<file path="config.mk">
export PLATFORM = sky130hd
export DESIGN_NAME = spi_cmd_sequencer
export DESIGN_NICKNAME = d
export VERILOG_FILES = /design/src/rtl/spi_cmd_sequencer.sv
export SDC_FILE = /design/constraint.sdc
export NUM_CORES = 1
export LEC_CHECK = 0
export ABC_CLOCK_PERIOD_IN_PS = 4430
export CORE_MARGIN = 10
export CORE_UTILIZATION = 44
export DETAILED_ROUTE_END_ITERATION = 10
export SLEW_MARGIN = 10
export SYNTH_ARGS = -nofsm -noshare
export SYNTH_HDL_FRONTEND = slang
export SYNTH_SLANG_ARGS = --single-unit
</file>
<file path="constraint.sdc">
create_clock -name user_clk -period 4.43 [get_ports user_clk]
set_input_delay 1.1075 -clock user_clk [delete_from_list [all_inputs] [get_ports user_clk]]
set_output_delay 1.1075 -clock user_clk [all_outputs]
set_load 0.02 [all_outputs]
</file>
<file path="src/rtl/spi_cmd_sequencer.sv">
// rtl/spi_cmd_sequencer.sv - Command FIFO and one-at-a-time sequencer in front of the SPI master

module spi_cmd_fifo #(
  parameter int W  = 25,
  parameter int AW = 3
) (
  input  logic          clk,
  input  logic          rst,
  input  logic          i_push,
  input  logic [W-1:0]  i_data,
  input  logic          i_pop,
  output logic [W-1:0]  o_data,
  output logic [AW:0]   o_level
);
  logic [W-1:0]  r_mem [0:(1<<AW)-1];
  logic [AW-1:0] r_wr_ptr;
  logic [AW-1:0] r_rd_ptr;
  logic [AW:0]   r_level;

  // Entry storage; slots are only read below the level, so they need no reset
  always_ff @(posedge clk) begin
    if (i_push) r_mem[r_wr_ptr] <= i_data;
  end

  // Pointers wrap at the power-of-two depth; level follows the push/pop balance
  always_ff @(posedge clk) begin
    if (rst) begin
      r_wr_ptr <= '0;
      r_rd_ptr <= '0;
      r_level  <= '0;
    end else begin
      if (i_push) r_wr_ptr <= r_wr_ptr + 1'b1;
      if (i_pop)  r_rd_ptr <= r_rd_ptr + 1'b1;
      if (i_push && !i_pop)      r_level <= r_level + 1'b1;
      else if (!i_push && i_pop) r_level <= r_level - 1'b1;
    end
  end

  assign o_data  = r_mem[r_rd_ptr];
  assign o_level = r_level;
endmodule

module spi_cmd_sequencer #(
  parameter int          AWIDTH         = 16,
  parameter int          DWIDTH         = 8,
  parameter int          FIFO_AW        = 3,
  parameter int unsigned GAP_CYCLES     = 4,
  parameter int unsigned TIMEOUT_CYCLES = 65535
) (
  input  logic               user_clk,
  input  logic               user_rst,
  input  logic               i_cmd_valid,
  output logic               o_cmd_ready,
  input  logic               i_cmd_rw,
  input  logic [AWIDTH-1:0]  i_cmd_addr,
  input  logic [DWIDTH-1:0]  i_cmd_data,
  output logic               o_rsp_valid,
  output logic               o_rsp_rw,
  output logic [AWIDTH-1:0]  o_rsp_addr,
  output logic [DWIDTH-1:0]  o_rsp_data,
  output logic               o_rsp_timeout,
  output logic               o_busy,
  output logic [FIFO_AW:0]   o_fifo_level,
  output logic               o_spi_rd_evt,
  output logic               o_spi_wr_evt,
  output logic [AWIDTH-1:0]  o_spi_addr,
  output logic [DWIDTH-1:0]  o_spi_wr_data,
  input  logic               i_spi_rd_evt,
  input  logic [DWIDTH-1:0]  i_spi_rd_data,
  input  logic               i_spi_done_evt
);
  localparam int          CW       = 1 + AWIDTH + DWIDTH;
  localparam logic [31:0] GAP_LOAD = GAP_CYCLES;
  localparam logic [31:0] TO_LOAD  = TIMEOUT_CYCLES;

  typedef enum logic [2:0] {S_IDLE, S_ISSUE, S_WAIT, S_WAIT_RD, S_RESP} state_t;

  state_t              r_state;
  state_t              w_next;
  logic [FIFO_AW:0]    w_level;
  logic [CW-1:0]       w_fifo_dout;
  logic                w_push;
  logic                w_pop;
  logic                w_capture;
  logic                w_timeout;
  logic                w_to_expire;
  logic                r_cmd_rw;
  logic [AWIDTH-1:0]   r_cmd_addr;
  logic [DWIDTH-1:0]   r_cmd_wdata;
  logic [DWIDTH-1:0]   r_rsp_data;
  logic                r_rsp_to;
  logic [31:0]         r_gap_cnt;
  logic [31:0]         r_to_cnt;

  // Level never exceeds the depth, so its top bit alone marks "full"
  assign o_cmd_ready  = ~w_level[FIFO_AW];
  assign w_push       = i_cmd_valid & o_cmd_ready;
  assign o_fifo_level = w_level;
  assign o_busy       = (r_state != S_IDLE) || (w_level != '0);
  assign o_spi_addr    = r_cmd_addr;
  assign o_spi_wr_data = r_cmd_wdata;
  assign o_rsp_rw      = r_cmd_rw;
  assign o_rsp_addr    = r_cmd_addr;
  assign o_rsp_data    = r_rsp_data;
  assign o_rsp_timeout = r_rsp_to;
  // Expiry is the last counted WAIT cycle; a zero load disables the abort
  assign w_to_expire   = (TO_LOAD != 32'd0) && (r_to_cnt == 32'd1);

  spi_cmd_fifo #(.W(CW), .AW(FIFO_AW)) u_fifo (
    .clk     (user_clk),
    .rst     (user_rst),
    .i_push  (w_push),
    .i_data  ({i_cmd_rw, i_cmd_addr, i_cmd_data}),
    .i_pop   (w_pop),
    .o_data  (w_fifo_dout),
    .o_level (w_level)
  );

  // Sequencer state register; reset abandons any in-flight command silently
  always_ff @(posedge user_clk) begin
    if (user_rst) r_state <= S_IDLE;
    else          r_state <= w_next;
  end

  // Next state, SPI strobes and response pulse; completion beats expiry in the same cycle
  always_comb begin
    w_next       = r_state;
    w_pop        = 1'b0;
    w_capture    = 1'b0;
    w_timeout    = 1'b0;
    o_spi_rd_evt = 1'b0;
    o_spi_wr_evt = 1'b0;
    o_rsp_valid  = 1'b0;
    case (r_state)
      S_IDLE: begin
        if ((w_level != '0) && (r_gap_cnt == 32'd0)) begin
          w_pop  = 1'b1;
          w_next = S_ISSUE;
        end
      end
      S_ISSUE: begin
        o_spi_rd_evt = r_cmd_rw;
        o_spi_wr_evt = ~r_cmd_rw;
        w_next       = S_WAIT;
      end
      S_WAIT: begin
        if (r_cmd_rw && i_spi_done_evt && i_spi_rd_evt) begin
          w_capture = 1'b1;
          w_next    = S_RESP;
        end else if (i_spi_done_evt) begin
          w_next = r_cmd_rw ? S_WAIT_RD : S_RESP;
        end else if (w_to_expire) begin
          w_timeout = 1'b1;
          w_next    = S_RESP;
        end
      end
      S_WAIT_RD: begin
        if (i_spi_rd_evt) begin
          w_capture = 1'b1;
          w_next    = S_RESP;
        end else if (w_to_expire) begin
          w_timeout = 1'b1;
          w_next    = S_RESP;
        end
      end
      S_RESP: begin
        o_rsp_valid = 1'b1;
        w_next      = S_IDLE;
      end
      default: w_next = S_IDLE;
    endcase
  end

  // Command register loaded on pop; response data/flag cleared there so writes report 0
  always_ff @(posedge user_clk) begin
    if (user_rst) begin
      r_cmd_rw    <= 1'b0;
      r_cmd_addr  <= '0;
      r_cmd_wdata <= '0;
      r_rsp_data  <= '0;
      r_rsp_to    <= 1'b0;
    end else begin
      if (w_pop) begin
        {r_cmd_rw, r_cmd_addr, r_cmd_wdata} <= w_fifo_dout;
        r_rsp_data <= '0;
        r_rsp_to   <= 1'b0;
      end
      if (w_capture) r_rsp_data <= i_spi_rd_data;
      if (w_timeout) r_rsp_to   <= 1'b1;
    end
  end

  // Timeout armed on issue and run down while waiting; gap armed on response, run down in idle
  always_ff @(posedge user_clk) begin
    if (user_rst) begin
      r_to_cnt  <= '0;
      r_gap_cnt <= '0;
    end else begin
      if (r_state == S_ISSUE)
        r_to_cnt <= TO_LOAD;
      else if (((r_state == S_WAIT) || (r_state == S_WAIT_RD)) && (r_to_cnt != 32'd0))
        r_to_cnt <= r_to_cnt - 32'd1;
      if (r_state == S_RESP)
        r_gap_cnt <= GAP_LOAD;
      else if ((r_state == S_IDLE) && (r_gap_cnt != 32'd0))
        r_gap_cnt <= r_gap_cnt - 32'd1;
    end
  end
endmodule

</file>
; Word level (Yosys, flattened, before mapping)
; Memory sizes are Yosys's and may differ from the RTL's. A register that Yosys moved wholly into a read port is not among the register bits.
; Cells that the tools add are included.
[totals]
regBits = 86
ramBits = 200
inputBits = 38
word_cells = 82
memories = 1
[memory_table]
columns = name, depth, word_bits, rd, rd_ports_with_merged_regs, wr, line
row1 = u_fifo.r_mem, 8, 25, 1, 1, 1, 15  ; logic [W-1:0] r_mem [0:(1<<AW)-1];
[classes]
addsub = 6
n_eq_ne = 6
muxes = 32
n_bitwise = 3
n_reduce_logical = 24
[op_table]
columns = operator, n
row1 = nonzero test 32 bit, 2
row2 = "subtractor 32 x 1 -> 32 bit, second input constant", 2
row3 = "== test 32 x 1 -> 1 bit, second input constant", 1
row4 = zero test 32 bit, 1
row5 = 2-to-1 mux 16 bit, 2
row6 = 2-to-1 mux 3 bit, 8
row7 = 2-to-1 mux 8 bit, 2
row8 = 2-to-1 mux 1 bit, 15
row9 = one-hot mux 3 bit (4 select lines), 1
row10 = nonzero test 2 bit, 5
row11 = 2-to-1 mux 4 bit, 2
row12 = logical AND 1 bit, 7
row13 = "adder 3 x 1 -> 3 bit, second input constant", 2
row14 = "== test 3 x 2 -> 1 bit, second input constant", 2
row15 = "adder 4 x 1 -> 4 bit, second input constant", 1
row16 = one-hot mux 1 bit (2 select lines), 2
row17 = nonzero test 4 bit, 1
row18 = OR reduction 2 bit, 2
row19 = "subtractor 4 x 1 -> 4 bit, second input constant", 1
row20 = "== test 3 x 1 -> 1 bit, second input constant", 1
row21 = "== test 3 bit, second input constant", 1
row22 = zero test 3 bit, 1
row23 = nonzero test 3 bit, 1
row24 = zero test 1 bit, 2
row25 = other kinds (4), 6

; Logic depth before layout (Yosys ltp)
; Gate-level depths: netlist of the first run.
[depth]
ltp_word = 7
depth_mapped = 14
mapped_depth_nobuf = 13

; Modules after synthesis
; A second synthesis of the first run with hierarchy kept.
[unflattened]
hier_cells = 966
area_unflattened_um2 = 13469.2
[modules_own_cells]
columns = mod, n_inst, cells_per_inst, area_each_um2
row1 = spi_cmd_fifo, 1, 357, 8304.2
row2 = spi_cmd_sequencer, 1, 609, 5165.0

; Worst setup path after synthesis of the first run
; OpenSTA, ideal clock, no wires.
[synth_path]
kind = input to register
startpoint = input i_cmd_valid
endpoint = memory u_fifo.r_mem[0][0], enable pin
setup_time_ns = 0.438
arrival_time_ns = 3.308
required_time_ns = 3.992
path_slack_ns = 0.684
path_stages = 4
path_buffers = 1
path_cell_list = nor2b_1 clkbuf_1 nand2b_1 nor3_1
[synth_between]
elab_chain_cells = 3
[synth_rtl]
columns = item, line
row1 = "start, declared", 52  ; input logic i_cmd_valid,
row2 = AND 1 bit, 97  ; assign w_push = i_cmd_valid & o_cmd_ready;
row3 = via u_fifo.i_push, 9  ; input logic i_push,
row4 = 2-to-1 mux 1 bit, 22  ; if (i_push) r_mem[r_wr_ptr] <= i_data;
row5 = 2-to-1 mux 1 bit (implied by the code), 22
row6 = "end, declared", 15
; The timed path passes the listed nets, and every way through them passes these cells.

; Worst setup path after layout of the first run
[layout_path]
startpoint = register r_gap_cnt[26]
endpoint = register u_fifo.r_level[3], in the netlist u_fifo.o_level[3]
[layout_between]
elab_chain_cells = 7
word_cells_on_any_way = 9
classes_between = 3 x mux / 6 x reduce/logical
[layout_rtl]
columns = item, line
row1 = "start, declared", 92  ; logic [31:0] r_gap_cnt;
row2 = "start signal, assigned", 206  ; r_gap_cnt <= r_gap_cnt - 32'd1;
row3 = zero test 32 bit *, 136  ; if ((w_level != '0) && (r_gap_cnt == 32'd0)) begin
row4 = logical AND 1 bit *, 136
row5 = 2-to-1 mux 1 bit *, 136
row6 = 2-to-1 mux 1 bit *, 134  ; case (r_state)
row7 = zero test 1 bit, 34  ; if (i_push && !i_pop) r_level <= r_level + 1'b1;
row8 = logical AND 1 bit, 34
row9 = 2-to-1 mux 4 bit or nonzero test 2 bit (tied branches), -
row10 = "end signal, assigned", 34
row11 = "end signal, assigned", 35  ; else if (!i_push && i_pop) r_level <= r_level - 1'b1;
row12 = "end, declared", 18  ; logic [AW:0] r_level;
; Every way passes the cells marked *; elsewhere a longest branch is shown, timed or not.
; A chain may end at the register's enable or synchronous reset.

==> results of run 1 <==
## tightest hold or removal path, stage by stage, from the launching register on
cell and delay, ns:
dfxtp_1 0.30, nand2_1 0.05, a21oi_1 0.05
## layout make-up
| cell class | count | area, µm² |
|---|---|---|
| clock buffers | 41 | 918 |
| clock inverters | 22 | 254 |
| fillers | 2437 | 13500 |
| inverters | 9 | 33.8 |
| multi-input cells | 554 | 4240 |
| flip-flops and latches | 311 | 8230 |
| well taps | 384 | 480 |
| repair buffers | 111 | 1070 |
## cell families after synthesis
| group | count (synthesis) | synth area share, % |
|---|---|---|
| DFF | 311 | 64.3 |
| AOI/OAI and AO/OA | 81 | 3.58 |
| buffers and inverters | 71 | 2.78 |
| adders and majority gates | 11 | 1.13 |
| xor gates and xnor gates | 61 | 4.17 |
| and+or+nand+nor | 323 | 12.8 |
| muxes | 78 | 11.2 |
## cells in the final DEF (no fill, tap or decap), drive strengths merged, types with 3 or more instances in the layout
master	Yosys	routed
nand2b	11	11
a21oi	51	51
ha	10	10
clkbuf	25	41
clkdlybuf4s50	0	95
and3	3	3
buf	37	16
nand4	9	9
nand4b	4	4
o21ai	13	13
a21o	3	3
nand2	85	85
dfxtp	111	111
xor2	30	30
nor3	28	28
or2	5	5
inv	9	11
clkinv	0	14
o31ai	3	3
and2	3	3
nor4	24	24
or3	10	10
xnor2	31	31
edfxtp	200	200
mux2	25	25
nor2	89	89
bufinv	0	5
mux4	50	50
mux2i	3	3
or4	7	7
a211oi	3	3
nand3	32	32
## stage by stage
step	setup slack, ns	hold slack, ns
final	0.948	0.451
after global routing	0.706	0.472
after CTS	0.960	0.452
after detailed placement	0.828	0.443
after global placement	0.905	0.440
after floorplan	0.684	0.450
## state kept, by name, indices dropped and copies added, names as in the netlist, 3 cells and up
name,count
u_fifo.r_rd_ptr,3
r_state,3
o_spi_wr_data,8
r_to_cnt,32
u_fifo.o_level,4
u_fifo.r_wr_ptr,3
u_fifo.r_mem,200
o_rsp_data,8
r_gap_cnt,32
o_rsp_addr,16
## path summary, 6_finish.rpt
| check | slack (ns) | endpoint | cells past startpoint |
|---|---|---|---|
| setup / recovery | 0.95 | u_fifo.o_level[3]$_SDFFE_PP0P_ | 12 |
| hold reg to reg | 0.45 | o_spi_wr_data[4]$_SDFFE_PP0P_ | 2 |
| hold / removal | 0.45 | o_spi_wr_data[4]$_SDFFE_PP0P_ | 2 |
| setup reg to reg | 0.95 | u_fifo.o_level[3]$_SDFFE_PP0P_ | 12 |
## power groups by stage
stage	clock network, W	logic, W	registers, W
global route	0.00311	0.00371	0.00375
CTS	0.00300	0.00340	0.00370
floorplan	0	0.00257	0.00375
detailed placement	0	0.00338	0.00376
global placement	0	0.00337	0.00375
finish	0.00292	0.00335	0.00370
## per-layer routing
layer	part of all wire, %	global-route usage [%]	vias up
li1	-	-	3635
met1	45	18.9	3764
met2	48	24.7	138
met3	4.9	3.15	38
met4	1.8	3.91	0
met5	0	0	-
==> results.cfg, run 1 <==
[timing]
finalMaxSlewViolations = 0
finalHoldViolCount = 0
fin_skew_ns = 0.0234
post-route-min-period_ns = 3.48
setup_tns_ns = 0
max_slew.worst_pin.slew_ns = 0.916
rsz0062_at_grt = no
fmaxAchievable_mhz = 287
max_slew_margin_pct = 38.8
setup_violations = 0
timing.final.crit_share_pct = 78.6

[layout]
area_growth_pct = 19.0
nNetsFinal = 1071
final_core_util_pct = 53.1
final_cells = 1432
design_area_um2 = 15200
layout-drive-gt1-share_pct = 16.5
antenna_cells = 0

[place]
dpl-instance-area_um2 = 14100
gp_congestion = 0.765
portBuffers = 96
place_inst = 1369
dpl.hpwl_mm = 16.1

[detailed_routing]
drt_iter0_drc = 504
drc_errors = 0
firstDrtPassIters = 4
vias_per_cell = 5.29
drt_wl_total_mm = 26.5
vias = 7575
drtAntennaViolNets = 0
wl_per_cell_um = 18.5

[synthesis]
synth_area_um2 = 12800
ys_ff_latch = 311
yosys.area.top_type = edfxtp_1
async_flop_share_pct = 0
ys_warn_count = 0
syn_nets = 985
yosysUniqueCellTypes = 59
synth_cells = 936
synth.avg_cell_area_um2 = 13.7
synthTopCellsByCount = edfxtp_1 (200), dfxtp_1 (111), nor2_1 (89)
synth_most_common_cell = edfxtp_1
synth_seq_area_share_pct = 64.3
synth_edf_count = 200
netlist_top_cells_area = edfxtp_1 (47%), dfxtp_1 (17%), mux4_2 (8.8%), nor2_1 (2.6%), nand2_1 (2.5%)
synthFlopType = edfxtp_1
yosysTopAreaCellShare_pct = 46.9

[pwr]
p_per_area_nw_per_um2 = 654
p_sw_share_pct = 34.5
p_leak_nw = 5.02
seqPwrFrac_pct = 37.1
p_clk_share_pct = 29.3
switchingPower_w = 0.00344
finalPower_w = 0.00997
ir_drop_mv = 0.447
power.internal_w = 0.00653
combPwrFrac_pct = 33.6

[hold_path]
min_path_type = reg -> reg
holdCritStartpoint = o_spi_wr_data[4]$_SDFFE_PP0P_

[setup_path]
endpoint_kind = flip-flop
slowest_stage = or2_1
critPathLaunch = r_gap_cnt[26]$_SDFFE_PP0P_
path_class = reg -> reg
required_ns = 4.85
path_delay_family = simple AND/OR/NAND/NOR gates
cp_slowest_stage_delay_ns = 0.48
crit_buf_inv = 1
worst_setup_path_start_kind = flip-flop
path_cells = nor4_1 -> nand4_1 -> or2_1 -> or3_1 -> ha_1 -> inv_1 -> ha_1 -> a21o_1 -> a21oi_1 -> xnor2_1 -> or3_1 -> a21oi_1
worst_ep_arrival_time_ns = 3.91
cp_max_fo = 13
worstReg2RegStart = r_gap_cnt[26]$_SDFFE_PP0P_

[die]
core_um2 = 28700
die_x_um = 191
row_count = 62
ios = 97
die-area_um2 = 36300
initial_utilization_pct = 44.6
die_h_um = 191

[global_routing]
grt-ovfl-total = 0
grt_max_degree = 51
antenna_found_initial = 0
grt_usage_pct = 14.7
grt_pass1_wl_mm = 42.7
grt_pass1_vias = 7791

[clock_tree]
cts.htree.levels = 2
cts_root_buffer = clkbuf_16
cts_tree = done
numCtsBuffers = 35
clock-sinks = 311
hold_buffers = 0
path_clk_slew_ns = 0.06
ctsResizeCount = 0
clock_path_buffers = 3
clkLatencyLatePin_ns = 0.51
cts_setup_buffers = 0

[run_status]
status = completed

[job]
cap_violations = 0
Power figures use the tool's default switching activity.
==> inputs of run 2 (changes only) <==
- ABC_CLOCK_PERIOD_IN_PS: 4430 -> 3590
- clock period: 4.43 -> 3.59 ns (I/O delays scaled with it)
==> results.cfg, run 2 (synthesis gave the netlist of run 1 again) <==
[timing]
finalHoldViolCount = 0
post-route-min-period_ns = 3.29
setup_tns_ns = 0
finalMaxSlewViolations = 0
fin_skew_ns = 0.0120
setup_violations = 0
rsz0062_at_grt = no
max_slew_margin_pct = 43.3
max_slew.worst_pin.slew_ns = 0.850
timing.hold.ws_ns = 0.448
timing.final.crit_share_pct = 91.6
fmaxAchievable_mhz = 304

[die]
row_count = 62
die_x_um = 191
die-area_um2 = 36300
die_h_um = 191
core_um2 = 28700
initial_utilization_pct = 44.6
ios = 97

[clock_tree]
hold_buffers = 0
clock_path_buffers = 3
cts_root_buffer = clkbuf_16
cts_tree = done
path_clk_slew_ns = 0.06
clock-sinks = 311
clkLatencyLatePin_ns = 0.51
ctsResizeCount = 0
numCtsBuffers = 34
cts_setup_buffers = 0
cts.htree.levels = 2

[detailed_routing]
drc_errors = 0
drtAntennaViolNets = 0
drt_iter0_drc = 469
vias_per_cell = 5.24
firstDrtPassIters = 5
wl_per_cell_um = 18.6
vias = 7542
drt_wl_total_mm = 26.8

[job]
cap_violations = 0

[layout]
area_growth_pct = 19.5
final_common_cell = edfxtp_1
largest-register = u_fifo.r_mem
nNetsFinal = 1076
largest_register_ffs = 200
layout-drive-gt1-share_pct = 16.8
reg_top3 = u_fifo.r_mem (200), r_gap_cnt (32), r_to_cnt (32)
final_core_util_pct = 53.3
final_cell_mix = edfxtp_1 (200), dfxtp_1 (109), clkdlybuf4s50_1 (95), nand2_1 (85), nor2_1 (83)
fillers = 2450

[setup_path]
crit_top_cell = nor2_1
r2r_slack_ns = 0.44
required_ns = 2.69
path_delay_family = buffers and inverters
cp_max_fo = 8
worst_ep_arrival_time_ns = 2.39
worst_setup_path_start_kind = flip-flop
slowest_stage = clkdlybuf4s50_1
path_class = reg -> out
path_cells = inv_1 -> nor2_1 -> nand2b_1 -> nor2_1 -> clkdlybuf4s50_1
crit_buf_inv = 2
cp_slowest_stage_delay_ns = 0.62
endpoint_kind = output port

[global_routing]
grt_max_degree = 41
grt_pass1_vias = 7782
grt-ovfl-total = 0
antenna_found_initial = 2
grt_pass1_wl_mm = 43.0
grt_usage_pct = 14.8

[pwr]
p_per_area_nw_per_um2 = 811
p_leak_nw = 5.04
ir_drop_mv = 0.639
finalPower_w = 0.0124

[place]
dpl.hpwl_mm = 16.0
gp_congestion = 0.777
portBuffers = 96

[hold_path]
min_path_type = reg -> reg

[run_status]
status = completed
[run 2: changes by cell type in the layout (fill, tap and decap cells not counted)]
cell / previous run / this run
clkbuf_1: 4 / 5
diode_2: 0 / 2
clkinv_4: 1 / 0
buf_12: 0 / 2
clkinv_2: 8 / 6
clkinvlp_2: 0 / 1
buf_4: 15 / 19
[run 2: metrics by stage]
| step | std cells | instance area [µm²] | worst slack [ns] |
|---|---|---|---|
| after floorplan | 936 | 12800 | 0.0537 |
| after global routing | 1437 | 15300 | 0.0944 |
| after detailed placement | 1375 | 14100 | 0.432 |
| after CTS | 1437 | 15300 | 0.240 |
| final | 1439 | 15300 | 0.300 |
| after global placement | 1375 | 14100 | 0.494 |
[run 2: worst min-delay path: cells and delay by family (launching register included)]
family	cells	cell delay, ns
flops	1	0.30
simple gates	1	0.05
compound gates	1	0.05
[run 2: path summary, 6_finish.rpt]
| kind | from | end | depth (start not counted) |
|---|---|---|---|
| worst min-delay path | o_spi_wr_data[3]$_SDFFE_PP0P_ | o_spi_wr_data[3]$_SDFFE_PP0P_ | 2 |
| worst max-delay path | r_state[0]$_SDFFE_PP0P_ | o_spi_wr_evt | 5 |
| worst max register to register | r_gap_cnt[8]$_SDFFE_PP0P_ | u_fifo.o_level[3]$_SDFFE_PP0P_ | 12 |
| worst min register to register | o_spi_wr_data[3]$_SDFFE_PP0P_ | o_spi_wr_data[3]$_SDFFE_PP0P_ | 2 |
[run 2: final cells by class]
cell class | count | area (µm²) | area share, %
sequential | 311 | 8230 | 53.8
multi-input combinational | 554 | 4240 | 27.7
timing repair buffer | 117 | 1140 | 7.44
clock buffer | 42 | 922 | 6.03
tap | 384 | 480 | 3.14
clock inverter | 20 | 240 | 1.57
inverter | 9 | 33.8 | 0.221
antenna | 2 | 5.00 | 0.0327
[run 2: routing by layer]
layer,vias up,routed length (µm),GRT usage (%)
li1,3648,-,-
met3,38,1390,3.49
met4,0,396,3.66
met5,-,0,0
met1,3713,12100,19.4
met2,143,12900,24.1
[run 2: power by group]
| part | leakage, nW | switching (W) | total [W] | internal [W] |
|---|---|---|---|---|
| logic | 1.76 | 0.00251 | 0.00424 | 0.00173 |
| registers | 2.71 | 0.000345 | 0.00458 | 0.00423 |
| clock network | 0.568 | 0.00139 | 0.00359 | 0.00220 |
